==> src/rtl/fetch_stage.sv <==
// fetch_stage: instruction-fetch stage of the 5-stage MIPS pipeline.
// Owns the PC, issues word reads to instruction memory over a valid/ready
// request port, collects in-order responses into a small instruction buffer
// and presents them to decode with a valid/ready handshake.
// Redirects (taken branch from EX, jump from ID) flush the buffer and
// discard responses that were already in flight to the old path.
// Optional build macro FETCH_PERF_EN adds redirect / dropped-instruction
// performance counters (perf_redirects, perf_dropped).

module fetch_stage #(
    parameter logic [31:0] RESET_PC   = 32'h0000_0000,
    parameter int          FIFO_DEPTH = 4
) (
    input  logic        clk,
    input  logic        rst_n,

    output logic        imem_req_valid,
    input  logic        imem_req_ready,
    output logic [31:0] imem_addr,
    input  logic        imem_rsp_valid,
    input  logic [31:0] imem_rsp_data,

    output logic        inst_valid,
    input  logic        inst_ready,
    output logic [31:0] inst,
    output logic [31:0] inst_pc_plus4,

    input  logic        branch_taken,
    input  logic [31:0] branch_pc_plus4,
    input  logic [31:0] branch_offset,
    input  logic        jump,
    input  logic [25:0] jump_index,
    input  logic [31:0] jump_pc_plus4
`ifdef FETCH_PERF_EN
    ,
    output logic [31:0] perf_redirects,
    output logic [31:0] perf_dropped
`endif
);

    // Pointer width for the buffer and tag queue, and a counter width that
    // can hold the value FIFO_DEPTH itself.
    localparam int PW = (FIFO_DEPTH > 1) ? $clog2(FIFO_DEPTH) : 1;
    localparam int CW = PW + 1;
    localparam logic [CW:0] DEPTH_WIDE = (CW + 1)'(FIFO_DEPTH);

    // Architectural fetch state.
    logic [31:0]   pc;
    logic [CW-1:0] outstanding;
    logic [CW-1:0] dropCnt;

    // Instruction buffer: data word and PC+4 of each entry.
    logic [31:0]   instMem  [FIFO_DEPTH];
    logic [31:0]   pcMem    [FIFO_DEPTH];
    logic [PW-1:0] headPtr;
    logic [PW-1:0] tailPtr;
    logic [CW-1:0] fifoCount;

    // Tag queue: fetch address of every request still awaiting a response.
    logic [31:0]   tagMem   [FIFO_DEPTH];
    logic [PW-1:0] tagHead;
    logic [PW-1:0] tagTail;

    // Combinational control.
    logic          redirect;
    logic [31:0]   branchTarget;
    logic [31:0]   jumpTarget;
    logic [31:0]   redirectTarget;
    logic [CW:0]   inFlight;
    logic          reqFire;
    logic          rspAccept;
    logic          rspDrop;
    logic          push;
    logic          pop;
    logic [31:0]   pushPcPlus4;

    // Redirect targets, credit-based issue and handshake decode. Nothing is
    // requested or presented while reset is held, because the memory is
    // reset by the same signal and would lose the request.
    always_comb begin
        redirect       = branch_taken | jump;
        branchTarget   = branch_pc_plus4 + (branch_offset << 2);
        jumpTarget     = (jump_pc_plus4 & 32'hF000_0000) | {4'b0000, jump_index, 2'b00};
        redirectTarget = branch_taken ? branchTarget : jumpTarget;

        inFlight       = {1'b0, fifoCount} + {1'b0, outstanding};

        imem_req_valid = rst_n && !redirect && (inFlight < DEPTH_WIDE);
        imem_addr      = pc;
        reqFire        = imem_req_valid && imem_req_ready;

        rspAccept      = imem_rsp_valid && (outstanding != '0);
        rspDrop        = rspAccept && (redirect || (dropCnt != '0));
        push           = rspAccept && !redirect && (dropCnt == '0);
        pushPcPlus4    = tagMem[tagHead] + 32'd4;

        inst_valid     = rst_n && !redirect && (fifoCount != '0);
        pop            = inst_valid && inst_ready;
        inst           = instMem[headPtr];
        inst_pc_plus4  = pcMem[headPtr];
    end

    // PC, outstanding-request count and stale-response drop counter.
    always_ff @(posedge clk) begin
        if (!rst_n) begin
            pc          <= RESET_PC;
            outstanding <= '0;
            dropCnt     <= '0;
        end else begin
            if (redirect) begin
                pc <= redirectTarget;
            end else if (reqFire) begin
                pc <= pc + 32'd4;
            end

            case ({reqFire, rspAccept})
                2'b10:   outstanding <= outstanding + CW'(1);
                2'b01:   outstanding <= outstanding - CW'(1);
                default: outstanding <= outstanding;
            endcase

            if (redirect) begin
                dropCnt <= outstanding - (rspAccept ? CW'(1) : CW'(0));
            end else if (rspDrop) begin
                dropCnt <= dropCnt - CW'(1);
            end
        end
    end

    // Instruction buffer: push accepted responses, pop on decode handshake,
    // clear everything on a redirect.
    always_ff @(posedge clk) begin
        if (!rst_n) begin
            headPtr   <= '0;
            tailPtr   <= '0;
            fifoCount <= '0;
            for (int i = 0; i < FIFO_DEPTH; i++) begin
                instMem[i] <= '0;
                pcMem[i]   <= '0;
            end
        end else if (redirect) begin
            headPtr   <= '0;
            tailPtr   <= '0;
            fifoCount <= '0;
        end else begin
            if (push) begin
                instMem[tailPtr] <= imem_rsp_data;
                pcMem[tailPtr]   <= pushPcPlus4;
                tailPtr          <= tailPtr + PW'(1);
            end
            if (pop) begin
                headPtr <= headPtr + PW'(1);
            end
            case ({push, pop})
                2'b10:   fifoCount <= fifoCount + CW'(1);
                2'b01:   fifoCount <= fifoCount - CW'(1);
                default: fifoCount <= fifoCount;
            endcase
        end
    end

    // Tag queue follows requests and responses one-for-one, including the
    // ones that get dropped, so the head always matches the next response.
    always_ff @(posedge clk) begin
        if (!rst_n) begin
            tagHead <= '0;
            tagTail <= '0;
        end else begin
            if (reqFire) begin
                tagMem[tagTail] <= pc;
                tagTail         <= tagTail + PW'(1);
            end
            if (rspAccept) begin
                tagHead <= tagHead + PW'(1);
            end
        end
    end

`ifdef FETCH_PERF_EN
    logic [32:0] redirectSum;
    logic [32:0] droppedSum;

    // Saturating next values for the performance counters. Flushed buffer
    // entries and discarded responses both count as dropped instructions.
    always_comb begin
        redirectSum = {1'b0, perf_redirects} + 33'(redirect);
        droppedSum  = {1'b0, perf_dropped} + 33'(rspDrop)
                    + (redirect ? 33'(fifoCount) : 33'd0);
    end

    // Performance counters, clamped at all-ones.
    always_ff @(posedge clk) begin
        if (!rst_n) begin
            perf_redirects <= '0;
            perf_dropped   <= '0;
        end else begin
            perf_redirects <= redirectSum[32] ? 32'hFFFF_FFFF : redirectSum[31:0];
            perf_dropped   <= droppedSum[32]  ? 32'hFFFF_FFFF : droppedSum[31:0];
        end
    end
`endif

endmodule
==> config.mk <==
export PLATFORM = sky130hd
export DESIGN_NAME = fetch_stage
export DESIGN_NICKNAME = d
export VERILOG_FILES = /design/src/rtl/fetch_stage.sv
export SDC_FILE = /design/constraint.sdc
export NUM_CORES = 1
export LEC_CHECK = 0
export BUFFER_PORTS_ARGS = -buffer_cell sky130_fd_sc_hd__buf_2
export CORE_ASPECT_RATIO = 2
export CORE_UTILIZATION = 50
export DETAILED_ROUTE_END_ITERATION = 10
export PLACE_DENSITY = 0.8
export SLEW_MARGIN = 10
export SYNTH_ARGS = -nofsm -noshare
export SYNTH_HDL_FRONTEND = slang
export SYNTH_SLANG_ARGS = --single-unit
==> constraint.sdc <==
create_clock -name clk -period 5.6 [get_ports clk]
set_input_delay 0.28 -clock clk [delete_from_list [all_inputs] [get_ports clk]]
set_output_delay 0.28 -clock clk [all_outputs]
set_load 0.01 [all_outputs]
Yosys cells after proc, flatten, opt, wreduce, memory -nomap -nowiden
Memories as Yosys holds them, arrays and structs flattened. A register that Yosys moved wholly into a read port is not among the register bits.
Index checks and enable logic that the tools add are counted.
- bits in read-only memories: 0
- input bits: 161
- bits in registers: 49
- memories kept: 3
- word-level logic and storage cells: 83
- RAM bits: 384
- bits in latches: 0
- output and inout bits: 98
- memories (memory ; depth ; bits a word ; read ports ; clocked after Yosys merged registers in ; wr ports ; line ; text):
    instMem ; 4 ; 32 ; 1 ; 1 ; 4 ; 53 ; logic [31:0] instMem [FIFO_DEPTH];
    pcMem ; 4 ; 32 ; 1 ; 1 ; 4 ; 54 ; logic [31:0] pcMem [FIFO_DEPTH];
    tagMem ; 4 ; 32 ; 1 ; 1 ; 1 ; 60 ; logic [31:0] tagMem [FIFO_DEPTH];
- magnitude comparators: 1
- mux-type cells: 28
- multiply operators: 0
- bitwise gates (word level): 3
- divide/modulo/power cells: 0
- reductions and logical operators: 22
- $add $sub $neg: 14
- equality and inequality tests: 4
- shift-type cells: 0
- operators with widths (cell ; count):
    $mux 32 ; 5
    $add 32x3->32 const B ; 2
    $reduce_or 32->1 ; 2
    $add 32x32->32 ; 1
    $or 32x28->32 ; 1
    $mux 2 ; 8
    $pmux 3 s2 ; 2
    $mux 1 ; 11
    $logic_and 1x1->1 ; 9
    $reduce_bool 3->1 ; 3
    $sub 3x1->3 const B ; 3
    $add 2x1->2 const B ; 4
    $reduce_bool 2->1 ; 4
    $add 3x1->3 const B ; 2
    $mux 3 ; 2
    $add 3x3->4 ; 1
    $eq 2x1->1 const B ; 2
    $eq 2x2->1 const B ; 2
    $lt 4x3->1 const B ; 1
    $logic_not 3->1 ; 1
    $sub 3x1->3 ; 1
    $reduce_or 2->1 ; 1
    $logic_not 1->1 ; 1
    $logic_or 1x1->1 ; 1
    other kinds (2) ; 2

Depth between registers and ports, before layout
Gate-level depths: netlist of the first run.
- depth in word-level cells: 10
- mapped depth: 13

Least setup slack after synthesis of the first run
Ideal clock, no wire load.
- path type: register to register
- from: register outstanding[0]
- to: memory instMem[1][0] (enable)
- data required time: 5.026 ns
- setup slack: -0.481 ns
- arrival time: 5.507 ns
- cell stages (with the launch flop): 5
- library setup time: 0.574 ns
- period minus slack after synthesis: 6.081 ns
- cell sequence: dfxtp_1 o31a_1 and3_1 inv_1 o21ai_0
- RTL lines (item ; line ; text):
    from (decl) ; 49 ; logic [CW-1:0] outstanding;
    from (signal assigned) ; 117 ; 2'b10: outstanding <= outstanding + CW'(1);
    from (signal assigned) ; 118 ; 2'b01: outstanding <= outstanding - CW'(1);
    from (signal assigned) ; 119 ; default: outstanding <= outstanding;
    to (decl) ; 53 ;

==> impl_metrics.yaml, run 1 <==
yosys:
  synth_seq_cells: 437
  synth.largest_area_cell: "edfxtp_1"
  ys_warn_count: 0
  syn_area_sq_mm: 0.02044
  netlist_top_cells_area: "edfxtp_1, mux4_2, dfxtp_1"
  yosysUniqueCellTypes: 62
  async_reset_ff_frac: 0
  synth_top_area_frac: 0.5641
  ys_seq_area_frac: 0.6160
  syn_inst: 1493
  syn_nets: 1700
  avgSynthCellArea_sq_um: 13.69
  ys.flop_type: "edfxtp_1"
  synth_edf_count: 384
power_and_ir_drop:
  power.leakage_nw: 8.867
  power_density_mw_per_mm2: 300.5
  ir_drop_mv: 0.1806
clocking:
  cts_setup_buffers: 0
  post_cts_resized: 0
  clockBufferDepth: 3
  cts_root_buf: "clkbuf_16"
  h-tree-depth: 2
  cts.sinks: 437
  numCtsBuffers: 37
  clkTransAtPathRegs_ns: 0.07
  clk_latency_ns: 0.53
  cts_tree: "built"
sta:
  slew_viol_final: 0
  hold_viol_final: 0
  min_period_ns: 3.560
  tns_ns: 0
  tightest_slew_ns: 1.046
  slew_headroom: 0.3029
  rsz0062_at_grt: "no"
  finalSetupViolCount: 0
  clock.fmax_mhz: 280.9
  finalClockSkew_ns: 0.01538
  fin_crit_sh: 0.6358
die:
  die_area_sq_mm: 0.04175
  start_util: 0.5084
  rows: 104
  coreArea_sq_mm: 0.04021
  io_pins: 259
  die_h_microns: 288.0
  die_x_microns: 145.0
detailed_routing:
  drtIter0Drc: 825
  ant_nets: 0
  drc: 0
  vias: 13200
  vias_per_cell: 5.837
  drt_pass1_iterations: 7
  finalWirelength_microns: 47600
  wl_per_cell_microns: 21.04
place:
  place.detailed.hpwl_microns: 32210
  portBuffers: 228
  gp_congestion: 0.9206
  placed_cells: 2192
worst_hold_path:
  hold_path_class: "primary input to flip-flop"
setup_path:
  required_ns: 5.85
  crit_path_start_kind: "flip-flop"
  cp_max_fo: 32
  crit_slowest_cell: "dfxtp_2"
  worst_path_most_repeated_cell: "nor2_1"
  cp.arrival_ns: 3.81
  cp_num_buf_inv: 0
  path_class: "flip-flop to flip-flop"
  cp-end-kind: "flip-flop"
  path_cells: "mux4_2, ha_1, nand4_1, nor2_1, and3_1, nor2b_1, nand2_1, nor2_1, xnor2_1, nor2_1"
  max_stage_delay_ns: 0.87
  cp_top_family: "simple AND/OR/NAND/NOR gates"
finish:
  multi_input_area_sq_mm: 0.007408
  fin_cells: 2262
  nets: 1910
  fill_cells: 3108
  n_antenna_cell: 0
  drive_gt1_frac: 0.2460
  fin_util: 0.5822
  area_delta_synth_final_pct: 14.51
  ff_latch_area_sq_mm: 0.01260
global_routing:
  grt_antenna_before_repair: 0
  grt_pass1_vias: 13990
  grt_pass1_wl_microns: 73080
  grt_max_degree: 65
  overflow: 0
  grtUsageTotal: 0.2286
status:
  outcome: "completed"
job:
  cap_violations: 0
-- logic make-up (layout without fill, tap and decap cells) --
| kind of cell | count (synthesis) | in the layout | share of synthesized area |
|---|---|---|---|
| xor+xnor | 75 | 75 | 0.03213 |
| flops | 437 | 437 | 0.6160 |
| fa+ha+maj | 46 | 46 | 0.02926 |
| simple gates | 509 | 509 | 0.1254 |
| mux | 98 | 98 | 0.1068 |
| buf+inv | 119 | 358 | 0.02393 |
| compound gates | 209 | 209 | 0.06647 |
-- per-stage QoR --
step | hold slack (ns) | setup slack [ns] | power (mW) | instance area (sq um)
final | 0.03076 | 2.040 | 7.035 | 23410
after global routing | 0.01819 | 1.680 | 7.244 | 23410
after CTS | 0.002897 | 1.976 | 7.065 | 23410
after detailed placement | 0.5100 | 1.853 | 4.469 | 22140
after global placement | 0.4747 | 1.932 | 4.440 | 22140
after floorplan | 0.4208 | 1.249 | 4.215 | 20440
-- layout make-up --
class,instances,share of cell area
clock inverters,20,0.009622
repair buffers,248,0.05698
flip-flops and latches,437,0.5383
inverters,42,0.006735
clock buffers,48,0.04356
well taps,530,0.02833
multi-input cells,937,0.3165
-- state kept, by name, indices dropped and copies added (netlist names), named ones only --
register	cells
fifoCount	3
tailPtr	2
dropCnt	3
imem_addr	32
instMem	128
tagHead	2
headPtr	2
outstanding	3
tagTail	2
tagMem	128
pcMem	128
-- routing by layer --
| metal | up-vias | routed length, microns | track usage |
|---|---|---|---|
| met5 | - | 0 | 0 |
| met4 | 0 | 2914 | 0.1566 |
| met3 | 148 | 2251 | 0.02599 |
| met2 | 561 | 26220 | 0.4422 |
| met1 | 6460 | 16210 | 0.2253 |
| li1 | 6034 | - | - |
-- cells in the final DEF (no fill, tap or decap), types with 40 or more instances in the layout --
| cell type | n |
|---|---|
| and2_1 | 114 |
| nor2_1 | 160 |
| a21oi_1 | 66 |
| o21ai_0 | 40 |
| ha_1 | 43 |
| and3_1 | 58 |
| inv_1 | 41 |
| nand2_1 | 77 |
| mux4_2 | 96 |
| buf_2 | 228 |
| edfxtp_1 | 384 |
| dfxtp_1 | 49 |
-- path summary, 6_finish.rpt --
| kind | from | endpoint | slack (ns) | cells after the start |
|---|---|---|---|---|
| setup reg to reg | flip-flop | pcMem[2][30] | 2.04 | 10 |
| hold / removal | jump_index[9] | imem_addr[11] | 0.03 | 3 |
| hold reg to reg | tagTail[1] | tagTail[1] | 0.52 | 2 |
| setup / recovery | flip-flop | pcMem[2][30] | 2.04 | 10 |
-- where the power goes --
group | switching (mW) | internal [mW]
Combinational | 0.392 | 0.279
Sequential | 0.0838 | 3.65
Clock | 1.14 | 1.49
Total | 1.62 | 5.42
-- worst register-to-register path: cells and delay by family, from the launching register on --
family	cells	cell delay, ns
and+or+nand+nor	7	1.42
DFF	1	0.87
muxes	1	0.51
adders and majority gates	1	0.27
xor gates and xnor gates	1	0.21
-- cells in the mapped netlist (8+ instances only) --
cell	n
a211oi_1	14
a21o_1	17
a21oi_1	66
a31oi_1	9
and2_1	114
and3_1	63
and4_1	9
buf_1	8
buf_4	8
clkbuf_1	56
dfxtp_1	53
edfxtp_1	384
ha_1	43
inv_1	41
mux4_2	96
nand2_1	80
nand2b_1	9
nand3_1	25
nand4_1	9
nor2_1	163
nor3_1	18
o21ai_0	41
o221ai_1	9
xnor2_1	39
xor2_1	36
-- timing repair --
| action | 4_1_cts | 5_1_grt |
|---|---|---|
| endpoints found under the setup margin | 0 | 0 |
| endpoints found under the hold margin | 2 | 0 |
| hold buffers | 2 | 0 |
(Power assumes the default switching activity.)
==> run 2: changes to the inputs <==
- PLACE_DENSITY: 0.8 -> 0.77
- clock period: 5.6 -> 3.3 ns (I/O delays scaled with it)
==> run 2 against run 1 <==
Die area did not move; clock-buffer cell count fell by 5; critical path type unchanged; sequential power is 70% higher; register-to-register slack got worse by 1.8 ns; largest power group unchanged.
==> impl_metrics.yaml, run 2 (synthesis gave the netlist of run 1 again) <==
setup_path:
  r2r_setup_slack_ns: 0.26
  r2r-end: "pcMem[1][28]"
  max_stage_delay_ns: 0.59
  cp.arrival_ns: 3.28
  cp_max_fo: 12
  path_class: "flip-flop to flip-flop"
  crit_slowest_cell: "dfxtp_2"
  cp-end-kind: "flip-flop"
  path_cells: "buf_4, buf_4, mux4_2, and2_1, and4_1, and3_1, xnor2_1, nor2_1"
  crit_path_end: "pcMem[1][28]"
  required_ns: 3.53
  worst_path_most_repeated_cell: "buf_4"
  crit_path_start_kind: "flip-flop"
  ff2ff_path_depth: 8
sta:
  hold_viol_final: 0
  hold_ws_ns: 0.02607
  tightest_slew_ns: 0.9569
  rsz0062_at_grt: "no"
  fin_crit_sh: 0.9227
  worst_slack_ns: 0.2553
  min_period_ns: 3.045
  slew_headroom: 0.3582
  slew_viol_final: 0
  finalClockSkew_ns: 0.02704
  finalSetupViolCount: 0
  tns_ns: 0
  clock.fmax_mhz: 328.4
place:
  gp_congestion: 0.8802
  place.detailed.hpwl_microns: 32520
  preCtsSetupSlack_ns: 0.1743
  portBuffers: 228
global_routing:
  grtUsageTotal: 0.2294
  grt_pass1_vias: 13930
  grt_antenna_before_repair: 0
  grt_max_degree: 65
  grt_pass1_wl_microns: 73600
  overflow: 0
die:
  die_h_microns: 288.0
  die_x_microns: 145.0
  rows: 104
  die_area_sq_mm: 0.04175
  io_pins: 259
  coreArea_sq_mm: 0.04021
  start_util: 0.5084
power_and_ir_drop:
  power.leakage_nw: 9.187
  power_density_mw_per_mm2: 496.2
  power_mw: 11.93
  ir_drop_mv: 0.3327
finish:
  final_common_cell: "edfxtp_1"
  reg_top3: "instMem x128, pcMem x128, tagMem x128"
  drive_gt1_frac: 0.2464
  layout_common_cells: "edfxtp_1, buf_2, nor2_1"
  nets: 1980
  area_delta_synth_final_pct: 17.58
  n_antenna_cell: 0
  fin_util: 0.5978
clocking:
  h-tree-depth: 2
  numCtsBuffers: 37
  cts_setup_buffers: 0
  cts_root_buf: "clkbuf_16"
  clk_latency_ns: 0.53
  clkTransAtPathRegs_ns: 0.07
  clockBufferDepth: 3
  cts.sinks: 437
  cts_tree: "built"
detailed_routing:
  drt_pass1_iterations: 5
  wl_per_cell_microns: 20.54
  drtIter0Drc: 623
  drc: 0
  vias_per_cell: 5.707
  ant_nets: 0
  vias: 13290
  finalWirelength_microns: 47820
job:
  cap_violations: 0
status:
  outcome: "completed"
worst_hold_path:
  min_delay_path_depth: 4
  hold_path_class: "primary input to flip-flop"
[run 2: per-stage QoR]
step                instance area, sq um  instances
CTS                                24030       2328
global route                       24040       2328
floorplan                          20450       1493
detailed placement                 22390       2219
finish                             24040       2328
global placement                   22390       2219
[run 2: worst min path at each step]
stage	startpoint	to	slack (ns)
finish	jump_index[12]	imem_addr[14]	0.03
global route	jump_index[12]	imem_addr[14]	0.03
CTS	jump_pc_plus4[31]	imem_addr[31]	0.002
detailed placement	branch_pc_plus4[0]	imem_addr[0]	0.40
global placement	branch_pc_plus4[1]	imem_addr[1]	0.40
floorplan	branch_pc_plus4[1]	imem_addr[1]	0.31
[run 2: repair_timing]
| item | CTS | global route |
|---|---|---|
| hold buffers | 45 | 0 |
| resized for setup | 0 | 1 |
| setup endpoints to repair | 0 | 5 |
| hold endpoints to repair | 140 | 0 |
[run 2: power breakdown]
part / internal [mW] / switching [mW]
Combinational: 0.524 / 0.663
Sequential: 6.19 / 0.141
Clock: 2.49 / 1.92
Total: 9.20 / 2.73
[run 2: layout make-up]
class	count	area, sq um
repair buffers	318	2017
fillers	3030	16170
flip-flops and latches	437	12600
clock inverters	21	236.5
inverters	42	157.7
multi-input cells	937	7406
well taps	530	663.1
clock buffers	43	958.4
[run 2: critical path, delay by kind of cell (launching register included)]
| kind | cells | cell delay (ns) |
|---|---|---|
| simple gates | 4 | 0.74 |
| flops | 1 | 0.59 |
| buf+inv | 2 | 0.56 |
| xor+xnor | 1 | 0.28 |
| mux | 1 | 0.57 |
[run 2: layer usage]
layer	wire, microns	track usage	up-vias
met1	16560	0.2271	6542
met3	1942	0.02330	117
met5	0	0	-
li1	-	-	6177
met2	26980	0.4571	451
met4	2336	0.1298	0
==> run 3: changes to the inputs <==
- CORE_UTILIZATION: 50 -> 25
- PLACE_DENSITY: 0.77 -> 0.48
==> run 3 against run 2 <==
Wire length increased by 22%; total power increased by 3.5%; setup slack worse by 0.11 ns; combinational power rose by 8%; maximum frequency decreased by 3.3%; first-iteration DRC count is 9.6% higher; sequential power hardly changed; clock skew shrank 0.014 ns; utilization shrank 29 points; critical path type is now primary input to flip-flop.
==> impl_metrics.yaml, run 3 (synthesis gave the netlist of run 1 again) <==
status:
  outcome: "completed"
die:
  io_pins: 259
  die_area_sq_mm: 0.08299
  start_util: 0.2520
  rows: 148
  die_x_microns: 204.2
  coreArea_sq_mm: 0.08111
  die_h_microns: 406.4
finish:
  multi_input_area_sq_mm: 0.007421
  fin_area_sq_mm: 0.02515
  reg_top3: "instMem x128, pcMem x128, tagMem x128"
  area_delta_synth_final_pct: 23.04
  n_antenna_cell: 0
  final_common_cell: "edfxtp_1"
  ff_latch_area_sq_mm: 0.01260
  drive_gt1_frac: 0.2571
  layout_common_cells: "edfxtp_1, buf_2, nor2_1"
  nets: 2017
  fill_cells: 8221
detailed_routing:
  wl_per_cell_microns: 20.12
  drtIter0Drc: 683
  vias_per_cell: 4.647
  drt_pass1_iterations: 4
  vias: 13430
  finalWirelength_microns: 58150
  drc: 0
  ant_nets: 0
setup_path:
  path_class: "primary input to flip-flop"
  required_ns: 3.74
  setup.worst_path.start: "branch_offset[0]"
  cp-end-kind: "flip-flop"
  r2r-end: "pcMem[1][27]"
  r2r_setup_slack_ns: 0.35
  crit_path_start_kind: "primary input"
  ff2ff_path_depth: 9
  crit_path_end: "imem_addr[30]"
  cp_max_fo: 4
  cp.arrival_ns: 3.59
clocking:
  cts_setup_buffers: 0
  cts_tree: "built"
  cts.sinks: 437
  clkTransAtPathRegs_ns: 0.07
  h-tree-depth: 2
  clk_latency_ns: 0.57
  cts_root_buf: "clkbuf_16"
  numCtsBuffers: 43
  clockBufferDepth: 3
place:
  preCtsSetupSlack_ns: 0.1111
  place_area_sq_mm: 0.02324
  portBuffers: 228
  place.detailed.hpwl_microns: 40260
  gp_congestion: 0.8196
sta:
  finalSetupViolCount: 0
  slew_headroom: 0.3614
  tns_ns: 0
  hold_viol_final: 0
  min_period_ns: 3.150
  rsz0062_at_grt: "no"
  hold_ws_ns: 0.05968
  finalClockSkew_ns: 0.01273
  worst_slack_ns: 0.1498
  clock.fmax_mhz: 317.4
  slew_viol_final: 0
  tightest_slew_ns: 0.9580
  fin_crit_sh: 0.9546
global_routing:
  grt_antenna_before_repair: 0
  grt_pass1_vias: 14480
  grt_max_degree: 65
  overflow: 0
  grtUsageTotal: 0.1399
  grt_pass1_wl_microns: 86590
power_and_ir_drop:
  p_int_mw: 9.350
  clock_power_share: 0.383
  ir_drop_mv: 0.2826
  power_density_mw_per_mm2: 490.9
  power_mw: 12.35
  pwr-share-comb: 0.103
  p_sw_mw: 2.997
  power.leakage_nw: 9.413
  seq_power_share: 0.513
  switching_share: 0.2428
job:
  cap_violations: 0
worst_hold_path:
  hold_path_class: "primary input to flip-flop"
  min_delay_path_depth: 5
[run 3: cell count changes in the layout (fill, tap and decap cells not counted), sizes merged]
cell	delta
buf	+18
dlygate4sd3	+13
clkinv	+7
clkbuf	+6
bufinv	-3
clkinvlp	+3
inv	-2
[run 3: through the flow]
step,utilization,cells
3_5_place_dp,0.2866,2757
2_1_floorplan,-,1493
5_1_grt,0.3101,2890
3_3_place_gp,0.2866,2757
6_report,0.3101,2890
4_1_cts,0.3100,2890
[run 3: metal layers]
layer,GRT usage,up-vias,part of all wire
li1,-,6263,-
met1,0.1438,6730,0.37
met3,0.01754,91,0.037
met4,0.05158,0,0.032
met2,0.2802,345,0.56
met5,0,-,0
[run 3: how the worst min path moves through the flow]
stage,to,slack [ns],startpoint
6_report,imem_addr[15],0.06,jump_index[13]
5_1_grt,imem_addr[18],0.07,jump_index[16]
3_5_place_dp,imem_addr[0],0.41,branch_pc_plus4[0]
2_1_floorplan,imem_addr[1],0.31,branch_pc_plus4[1]
3_3_place_gp,imem_addr[25],0.43,jump_index[23]
4_1_cts,imem_addr[15],0.01,jump_index[13]
[run 3: what timing repair did]
item	4_1_cts	5_1_grt
resized for setup	0	2
setup endpoints to repair	0	10
hold buffers	58	0
endpoints found under the hold margin	152	0
[run 3: worst max-delay path, cell delays in order]
cell	delay, ns
dlygate4sd3_1	0.53
buf_2	0.12
ha_1	0.20
fa_1	0.43
a211oi_1	0.25
nor2_1	0.15
o211ai_1	0.33
buf_4	0.19
a31oi_1	0.20
a21oi_1	0.32
o21ai_0	0.21
a21oi_1	0.22
xor2_1	0.18
a211oi_1	0.09
[run 3: cell type report]
| class | count | share of cell area |
|---|---|---|
| clock buffers | 49 | 0.04452 |
| inverters | 42 | 0.006268 |
| multi-input cells | 937 | 0.2950 |
| well taps | 1050 | 0.05223 |
| flip-flops and latches | 437 | 0.5011 |
| repair buffers | 349 | 0.09273 |
| clock inverters | 26 | 0.008109 |
[run 3: power by group through the flow]
stage	sequential, mW	clock, mW	combinational, mW
floorplan	6.42	0	0.725
global placement	6.44	0	1.22
detailed placement	6.46	0	1.23
CTS	6.34	4.89	1.30
global route	6.36	5.06	1.39
finish	6.34	4.74	1.28
